## src/rtl/parking_lot_pkg.sv

```systemverilog
//------------------------------------------------------------------------------
// Module  : parking_lot_pkg
// Purpose : Shared types, widths and small helpers for the parking-lot
//           request scheduler (job kinds, FSM states, floor-mask helpers).
// Revision: 1.0 - initial release
//------------------------------------------------------------------------------
`default_nettype none

package parking_lot_pkg;

  localparam int NUM_FLOORS = 7;
  localparam int PLATE_W    = 16;
  localparam int FLOOR_W    = 3;

  typedef enum logic [1:0] {
    JOB_NONE = 2'd0,
    JOB_IN   = 2'd1,
    JOB_OUT  = 2'd2,
    JOB_LEAK = 2'd3
  } job_kind_e;

  typedef enum logic {
    S_IDLE = 1'b0,
    S_BUSY = 1'b1
  } sched_state_e;

  // Isolate the least-significant set bit (lowest flooded floor wins).
  function automatic logic [NUM_FLOORS-1:0] lowest_bit(input logic [NUM_FLOORS-1:0] v);
    return v & (~v + NUM_FLOORS'(1));
  endfunction

  // Convert a one-hot floor mask (bit f-1) into floor number f.
  function automatic logic [FLOOR_W-1:0] onehot_to_floor(input logic [NUM_FLOORS-1:0] oh);
    logic [FLOOR_W-1:0] f;
    f = '0;
    for (int i = 0; i < NUM_FLOORS; i++) begin
      if (oh[i]) f = FLOOR_W'(i + 1);
    end
    return f;
  endfunction

  // Number of floors with a pending evacuation job.
  function automatic logic [3:0] popcount(input logic [NUM_FLOORS-1:0] v);
    logic [3:0] c;
    c = '0;
    for (int i = 0; i < NUM_FLOORS; i++) begin
      c = c + 4'(v[i]);
    end
    return c;
  endfunction

endpackage

`default_nettype wire

```

## src/rtl/parking_req_fifo.sv

```systemverilog
//------------------------------------------------------------------------------
// Module  : parking_req_fifo
// Purpose : Synchronous plate FIFO with full/empty/count flags. A push while
//           full is dropped unless a pop happens on the same edge.
// Revision: 1.0 - initial release
//------------------------------------------------------------------------------
`default_nettype none

module parking_req_fifo #(
  parameter int DEPTH = 4,
  parameter int WIDTH = 16
) (
  input  logic                     i_clk,
  input  logic                     i_rst_n,
  input  logic                     i_push,
  input  logic [WIDTH-1:0]         i_data,
  input  logic                     i_pop,
  output logic [WIDTH-1:0]         o_data,
  output logic                     o_full,
  output logic                     o_empty,
  output logic [$clog2(DEPTH):0]   o_count
);

  localparam int AW = $clog2(DEPTH);

  logic [WIDTH-1:0] r_mem [DEPTH];
  logic [AW-1:0]    r_wr_ptr;
  logic [AW-1:0]    r_rd_ptr;
  logic [AW:0]      r_count;
  logic             w_do_pop;
  logic             w_do_push;

  assign o_full    = (r_count == (AW+1)'(DEPTH));
  assign o_empty   = (r_count == '0);
  assign o_count   = r_count;
  assign o_data    = r_mem[r_rd_ptr];
  assign w_do_pop  = i_pop & ~o_empty;
  assign w_do_push = i_push & (~o_full | w_do_pop);

  // Storage array; contents need no reset because count gates every read.
  always_ff @(posedge i_clk) begin
    if (w_do_push) r_mem[r_wr_ptr] <= i_data;
  end

  // Pointer and occupancy bookkeeping; pointers wrap as DEPTH is a power of two.
  always_ff @(posedge i_clk or negedge i_rst_n) begin
    if (!i_rst_n) begin
      r_wr_ptr <= '0;
      r_rd_ptr <= '0;
      r_count  <= '0;
    end else begin
      if (w_do_push) r_wr_ptr <= r_wr_ptr + AW'(1);
      if (w_do_pop)  r_rd_ptr <= r_rd_ptr + AW'(1);
      r_count <= r_count + (AW+1)'(w_do_push) - (AW+1)'(w_do_pop);
    end
  end

endmodule

`default_nettype wire

```

## src/rtl/parking_request_scheduler.sv

```systemverilog
//------------------------------------------------------------------------------
// Module  : parking_request_scheduler
// Purpose : Buffers park/retrieve/leak requests and presents one job at a
//           time to the elevator FSM (priority leak > out > in).
// Config  : PARKING_SCHED_AGING_EN - forces a waiting park job through after
//           MAX_OUT_BURST consecutive retrieve jobs.
// Revision: 1.0 - initial release
//------------------------------------------------------------------------------
`default_nettype none

module parking_request_scheduler
  import parking_lot_pkg::*;
#(
  parameter int FIFO_DEPTH    = 4,
  parameter int MAX_OUT_BURST = 3
) (
  input  logic                  clock,
  input  logic                  reset,
  input  logic [PLATE_W-1:0]    license_plate,
  input  logic                  in_mode,
  input  logic                  out_mode,
  input  logic                  leakage,
  input  logic [FLOOR_W-1:0]    leakage_floor,
  input  logic                  todo_done,
  output logic                  todo_exists,
  output logic                  todo_in,
  output logic                  todo_out,
  output logic                  todo_leak_move,
  output logic [PLATE_W-1:0]    todo_license_plate,
  output logic [FLOOR_W-1:0]    todo_floor,
  output logic [NUM_FLOORS-1:0] blocked_floors,
  output logic [3:0]            pending_cnt,
  output logic                  overflow,
  output logic                  req_error
);

  localparam int CW = $clog2(FIFO_DEPTH) + 1;

  if (FIFO_DEPTH < 2 || (FIFO_DEPTH & (FIFO_DEPTH - 1)) != 0) begin : g_bad_fifo_depth
    $error("FIFO_DEPTH must be a power of two of at least 2");
  end
  if (MAX_OUT_BURST < 1) begin : g_bad_out_burst
    $error("MAX_OUT_BURST must be at least 1");
  end

  sched_state_e          r_state;
  logic                  r_todo_exists, r_todo_in, r_todo_out, r_todo_leak;
  logic [PLATE_W-1:0]    r_todo_plate;
  logic [FLOOR_W-1:0]    r_todo_floor;
  logic [NUM_FLOORS-1:0] r_blocked, r_leak_pending;
  logic                  r_overflow, r_req_error;

  logic                  w_plate_zero, w_illegal, w_in_req, w_out_req;
  logic                  w_in_full, w_in_empty, w_out_full, w_out_empty;
  logic [CW-1:0]         w_in_count, w_out_count;
  logic [PLATE_W-1:0]    w_in_head, w_out_head;
  logic                  w_in_pop, w_out_pop, w_force_in;
  logic [NUM_FLOORS-1:0] w_leak_oh, w_leak_set, w_leak_clr;
  job_kind_e             w_sel_kind;

  assign w_plate_zero = (license_plate == '0);
  assign w_illegal    = (in_mode & out_mode) | ((in_mode | out_mode) & w_plate_zero);
  assign w_in_req     = in_mode & ~out_mode & ~w_plate_zero;
  assign w_out_req    = out_mode & ~in_mode & ~w_plate_zero;

  parking_req_fifo #(.DEPTH(FIFO_DEPTH), .WIDTH(PLATE_W)) u_in_fifo (
    .i_clk(clock), .i_rst_n(reset), .i_push(w_in_req), .i_data(license_plate),
    .i_pop(w_in_pop), .o_data(w_in_head), .o_full(w_in_full),
    .o_empty(w_in_empty), .o_count(w_in_count)
  );

  parking_req_fifo #(.DEPTH(FIFO_DEPTH), .WIDTH(PLATE_W)) u_out_fifo (
    .i_clk(clock), .i_rst_n(reset), .i_push(w_out_req), .i_data(license_plate),
    .i_pop(w_out_pop), .o_data(w_out_head), .o_full(w_out_full),
    .o_empty(w_out_empty), .o_count(w_out_count)
  );

`ifdef PARKING_SCHED_AGING_EN
  localparam int BURST_W = $clog2(MAX_OUT_BURST + 1);
  logic [BURST_W-1:0] r_out_burst;

  // Count consecutive retrieve selections; a park selection restarts the run.
  always_ff @(posedge clock or negedge reset) begin
    if (!reset) begin
      r_out_burst <= '0;
    end else if (w_sel_kind == JOB_IN) begin
      r_out_burst <= '0;
    end else if (w_sel_kind == JOB_OUT && r_out_burst != BURST_W'(MAX_OUT_BURST)) begin
      r_out_burst <= r_out_burst + BURST_W'(1);
    end
  end

  assign w_force_in = (r_out_burst == BURST_W'(MAX_OUT_BURST)) & ~w_in_empty;
`else
  assign w_force_in = 1'b0;
`endif

  // Leak mask for this edge: only floors 1..7 that are not already flooded.
  always_comb begin
    w_leak_oh = '0;
    if (leakage && leakage_floor != '0) w_leak_oh = NUM_FLOORS'(1) << (leakage_floor - FLOOR_W'(1));
    w_leak_set = w_leak_oh & ~r_blocked;
  end

  // Job selection in IDLE: lowest leak floor, then out head, then in head.
  always_comb begin
    w_sel_kind = JOB_NONE;
    w_leak_clr = '0;
    w_in_pop   = 1'b0;
    w_out_pop  = 1'b0;
    if (r_state == S_IDLE) begin
      if (|r_leak_pending) begin
        w_sel_kind = JOB_LEAK;
        w_leak_clr = lowest_bit(r_leak_pending);
      end else if (w_force_in || (w_out_empty && !w_in_empty)) begin
        w_sel_kind = JOB_IN;
        w_in_pop   = 1'b1;
      end else if (!w_out_empty) begin
        w_sel_kind = JOB_OUT;
        w_out_pop  = 1'b1;
      end
    end
  end

  // Sticky flood/overflow flags, pending leak set and the one-cycle error pulse.
  always_ff @(posedge clock or negedge reset) begin
    if (!reset) begin
      r_blocked      <= '0;
      r_leak_pending <= '0;
      r_overflow     <= 1'b0;
      r_req_error    <= 1'b0;
    end else begin
      r_blocked      <= r_blocked | w_leak_set;
      r_leak_pending <= (r_leak_pending & ~w_leak_clr) | w_leak_set;
      r_overflow     <= r_overflow | (w_in_req & w_in_full & ~w_in_pop)
                                   | (w_out_req & w_out_full & ~w_out_pop);
      r_req_error    <= w_illegal;
    end
  end

  // Two-state job FSM with registered todo_* outputs held for the whole job.
  always_ff @(posedge clock or negedge reset) begin
    if (!reset) begin
      r_state       <= S_IDLE;
      r_todo_exists <= 1'b0;
      r_todo_in     <= 1'b0;
      r_todo_out    <= 1'b0;
      r_todo_leak   <= 1'b0;
      r_todo_plate  <= '0;
      r_todo_floor  <= '0;
    end else begin
      case (r_state)
        S_IDLE: begin
          if (w_sel_kind != JOB_NONE) begin
            r_state       <= S_BUSY;
            r_todo_exists <= 1'b1;
            r_todo_in     <= (w_sel_kind == JOB_IN);
            r_todo_out    <= (w_sel_kind == JOB_OUT);
            r_todo_leak   <= (w_sel_kind == JOB_LEAK);
            r_todo_plate  <= (w_sel_kind == JOB_IN)  ? w_in_head  :
                             (w_sel_kind == JOB_OUT) ? w_out_head : '0;
            r_todo_floor  <= onehot_to_floor(w_leak_clr);
          end
        end
        S_BUSY: begin
          if (todo_done) begin
            r_state       <= S_IDLE;
            r_todo_exists <= 1'b0;
            r_todo_in     <= 1'b0;
            r_todo_out    <= 1'b0;
            r_todo_leak   <= 1'b0;
            r_todo_plate  <= '0;
            r_todo_floor  <= '0;
          end
        end
        default: r_state <= S_IDLE;
      endcase
    end
  end

  assign todo_exists        = r_todo_exists;
  assign todo_in            = r_todo_in;
  assign todo_out           = r_todo_out;
  assign todo_leak_move     = r_todo_leak;
  assign todo_license_plate = r_todo_plate;
  assign todo_floor         = r_todo_floor;
  assign blocked_floors     = r_blocked;
  assign overflow           = r_overflow;
  assign req_error          = r_req_error;
  assign pending_cnt        = 4'(w_in_count) + 4'(w_out_count) + popcount(r_leak_pending);

endmodule

`default_nettype wire
```

## config.mk

```make
export PLATFORM = sky130hd
export DESIGN_NAME = parking_request_scheduler
export DESIGN_NICKNAME = d
export VERILOG_FILES = /design/src/rtl/parking_lot_pkg.sv /design/src/rtl/parking_req_fifo.sv /design/src/rtl/parking_request_scheduler.sv
export SDC_FILE = /design/constraint.sdc
export NUM_CORES = 1
export LEC_CHECK = 0
export ABC_CLOCK_PERIOD_IN_PS = 6300
export BUFFER_PORTS_ARGS = -buffer_cell sky130_fd_sc_hd__buf_4
export CORE_MARGIN = 5
export CORE_UTILIZATION = 40
export DETAILED_ROUTE_END_ITERATION = 7
export PLACE_DENSITY = 0.6
export SLEW_MARGIN = 30
export SYNTH_ARGS = -nofsm -noshare
export SYNTH_HDL_FRONTEND = slang
export SYNTH_HIERARCHICAL = 1
export SYNTH_SLANG_ARGS = --single-unit
```

## constraint.sdc

```tcl
create_clock -name clock -period 6.3 [get_ports clock]
set_input_delay 1.26 -clock clock [delete_from_list [all_inputs] [get_ports clock]]
set_output_delay 1.26 -clock clock [all_outputs]
set_load 0.02 [all_outputs]
```

==> run_results.csv <==
group,metric,value,unit
timing,fin_crit,4810,ps
clock_tree,cts_inserted_buffers,17,
timing,period_share,76.3,%
critical_path,cpPeakStageDelay,560,ps
critical_path,rr_startpoint,"r_leak_pending[0]$_DFF_PN0_",
clock_tree,cts_sinks,182,
clock_tree,path_clk_slew,60,ps
global_route,groute.usage.overall,15.3,%
placement,pre_cts_ws,1920,ps
global_route,grt_pass1_vias,4371,
route,firstDrtPassIters,5,
pwr,vdd_drop_max,0.000235,V
timing,rsz0062_at_grt,"no",
floorplanning,start_util,40.8,%
logic_synthesis,ys_ff_latch,182,
logic_synthesis,yosysUniqueCellTypes,49,
critical_path,crit_start,"r_leak_pending[0]$_DFF_PN0_",
floorplanning,dieArea,0.0220,sq mm
critical_path,crit_buf_inv,2,
clock_tree,cts_tree,"done",
cells_and_area,final_util,47.4,%
timing,tightest_slew,1050,ps
pwr,power.leakage,3.43,nW
floorplanning,core_area,0.0188,sq mm
placement,io_buffers,60,
clock_tree,insertion_delay,430,ps
critical_path,start_kind,"flop",
global_route,antenna_found_initial,0,
critical_path,crit_chain,"fa_1 > inv_1 > fa_1 > fa_1 > fa_1 > fa_1 > xnor2_1 > buf_4",
hold_path,min_path_type,"reg2reg",
cells_and_area,drive_gt1_share,27.1,%
global_route,grt_pass1_wl,25100,um
clock_tree,cts_buffer_depth,2,
floorplanning,io_pins,61,
cells_and_area,multi_input_area,0.00218,sq mm
logic_synthesis,async_flop_share,29.7,%
timing,setup_ws,1490,ps
critical_path,path_class,"reg2out",
cells_and_area,seqCellArea,0.00519,sq mm
route,wl_per_cell,20.9,um
outcome,status,"finished, final reports clean",
logic_synthesis,syn-instance-count,445,
critical_path,critPathArrivalTime,3550,ps
logic_synthesis,synth_nets,497,
clock_tree,cts_root_buffer,"clkbuf_16",
clock_tree,cts_hold_buf,0,
pwr,powerDensity,457,mW/mm^2
pwr,finalPower,4.06,mW
critical_path,worst_path_most_repeated_cell,"fa_1",
global_route,grt_max_degree,55,
cells_and_area,fillCellCount,1613,
clock_tree,htree_levels,4,
clock_tree,postCtsSetupBuffers,0,
logic_synthesis,yosysWarningCount,6,
timing,max_freq,208,MHz
floorplanning,num_rows,50,
timing,fin_skew,11.2,ps
route,drtAntennaViolNets,0,
route,via_per_inst,5.35,
clock_tree,cts-resized-gates,0,
floorplanning,die_h,148,um
global_route,grt-ovfl-total,0,
timing,hold_slack,479,ps
critical_path,crit_path_end_kind,"output pin",
route,finalWirelength,15900,um
critical_path,crit_fanout,7,
timing,setup_viol_count_final,0,
logic_synthesis,yosysSeqAreaShare,67.9,%
logic_synthesis,synth-edff-count,128,
logic_synthesis,syn_area_per_cell,17.2,sq um
floorplanning,die_x,148,um
cells_and_area,diodes,0,
placement,place_congestion,0.799,
placement,dp_hpwl,9890,um
timing,hold_viol,0,
flow_run,drv_cap,0,
critical_path,crit_path_top_delay_cell,"fa_1",
route,drt-initial-drc-count,244,
hold_path,hp-start,"blocked_floors[6]$_DFF_PN0_",
timing,slew_violations,0,
route,drcViolationCount,0,
cells_and_area,fin_nets,567,
timing,final.setup.tns,0,ps
critical_path,cp_top_family,"adder cells",
critical_path,required,5040,ps
logic_synthesis,yosys_most_used_dff,"edfxtp_1",
logic_synthesis,netlist_area,0.00765,sq mm
timing,max_slew_margin,29.8,%
route,vias,4075,
cells_and_area,area_growth,16.1,%
[cells in the mapped netlist (6+ instances only)]
master	instances	area, sq um
and2_1	8	50.1
fa_1	8	160
xnor2_1	11	96.3
a222oi_1	16	160
nand2_1	18	67.6
dfrtp_1	54	1350
nor3_1	6	30.0
nor4_1	6	37.5
ha_1	19	238
nand2b_1	12	75.1
nor2_1	11	41.3
inv_1	46	173
mux4_2	32	721
edfxtp_1	128	3840
buf_6	6	67.6
[layout make-up]
class,count,share of cell area [%]
clock buffer,19,4.87
clock inverter,13,1.34
inverter,46,1.94
multi-input combinational,203,24.6
sequential,182,58.4
tap,234,3.29
timing repair buffer,65,5.57
[kinds of logic after synthesis]
logic type      count (synthesis)  share of synthesized area, %
simple gates                   83                          6.47
fa+ha+maj                      28                          5.33
xor+xnor                       13                          1.49
compound gates                 45                          5.34
flops                         182                          67.9
mux                            34                          9.81
buf+inv                        60                          3.69
[power by group]
group          leakage (nW)  internal (mW)  switching (mW)  total [mW]
clock                 0.270          0.549           0.457        1.01
combinational          1.33          0.642           0.732        1.37
sequential             1.83           1.50           0.177        1.68
[metrics by stage]
step	instances	area, sq um
2_1_floorplan	445	7650
3_3_place_gp	729	8320
3_5_place_dp	730	8340
4_1_cts	762	8890
5_1_grt	762	8890
6_report	762	8890
[registers in the layout, indices dropped and copies added, names as in the netlist, 2 cells and up]
| signal | cells |
|---|---|
| u_in_fifo/r_mem | 64 |
| u_out_fifo/r_mem | 64 |
| todo_license_plate | 16 |
| blocked_floors | 7 |
| r_leak_pending | 7 |
| todo_floor | 3 |
| u_in_fifo/o_count | 3 |
| u_out_fifo/o_count | 3 |
| u_in_fifo/r_rd_ptr | 2 |
| u_in_fifo/r_wr_ptr | 2 |
| u_out_fifo/r_rd_ptr | 2 |
| u_out_fifo/r_wr_ptr | 2 |
[per-layer routing]
layer | global-route usage [%] | wire length [um] | part of all wire [%]
met3 | 3.72 | 878 | 5.5
met5 | 0 | 0 | 0
met1 | 20.2 | 6940 | 44
met4 | 4.76 | 206 | 1.3
met2 | 25.4 | 7890 | 50
[cells in the final DEF, fill, tap and decap left out, types with 6 or more instances in the layout]
| master | netlist | final |
|---|---|---|
| a222oi_1 | 16 | 16 |
| buf_4 | 2 | 64 |
| clkbuf_16 | 0 | 17 |
| dfrtp_1 | 54 | 54 |
| edfxtp_1 | 128 | 128 |
| fa_1 | 8 | 8 |
| ha_1 | 19 | 19 |
| inv_1 | 46 | 46 |
| mux4_2 | 32 | 32 |
| nand2_1 | 18 | 18 |
| nand2b_1 | 12 | 12 |
| nor2_1 | 11 | 11 |
| nor3_1 | 6 | 6 |
| nor4_1 | 6 | 6 |
| xnor2_1 | 11 | 11 |
[path summary, 6_finish.rpt]
check | to | slack, ps | cells past startpoint
max in group asynchronous | todo_license_plate[14]$_DFFE_PN0P_ | 4910 | 1
hold reg to reg | r_leak_pending[6]$_DFF_PN0_ | 480 | 1
setup reg to reg | u_out_fifo/r_mem[2][14]$_DFFE_PP_ | 2710 | 8
setup / recovery | pending_cnt[2] | 1490 | 8
min in group asynchronous | todo_license_plate[13]$_DFFE_PN0P_ | 900 | 1
hold / removal | r_leak_pending[6]$_DFF_PN0_ | 480 | 1
No activity file was read; power rests on OpenSTA's default activity.
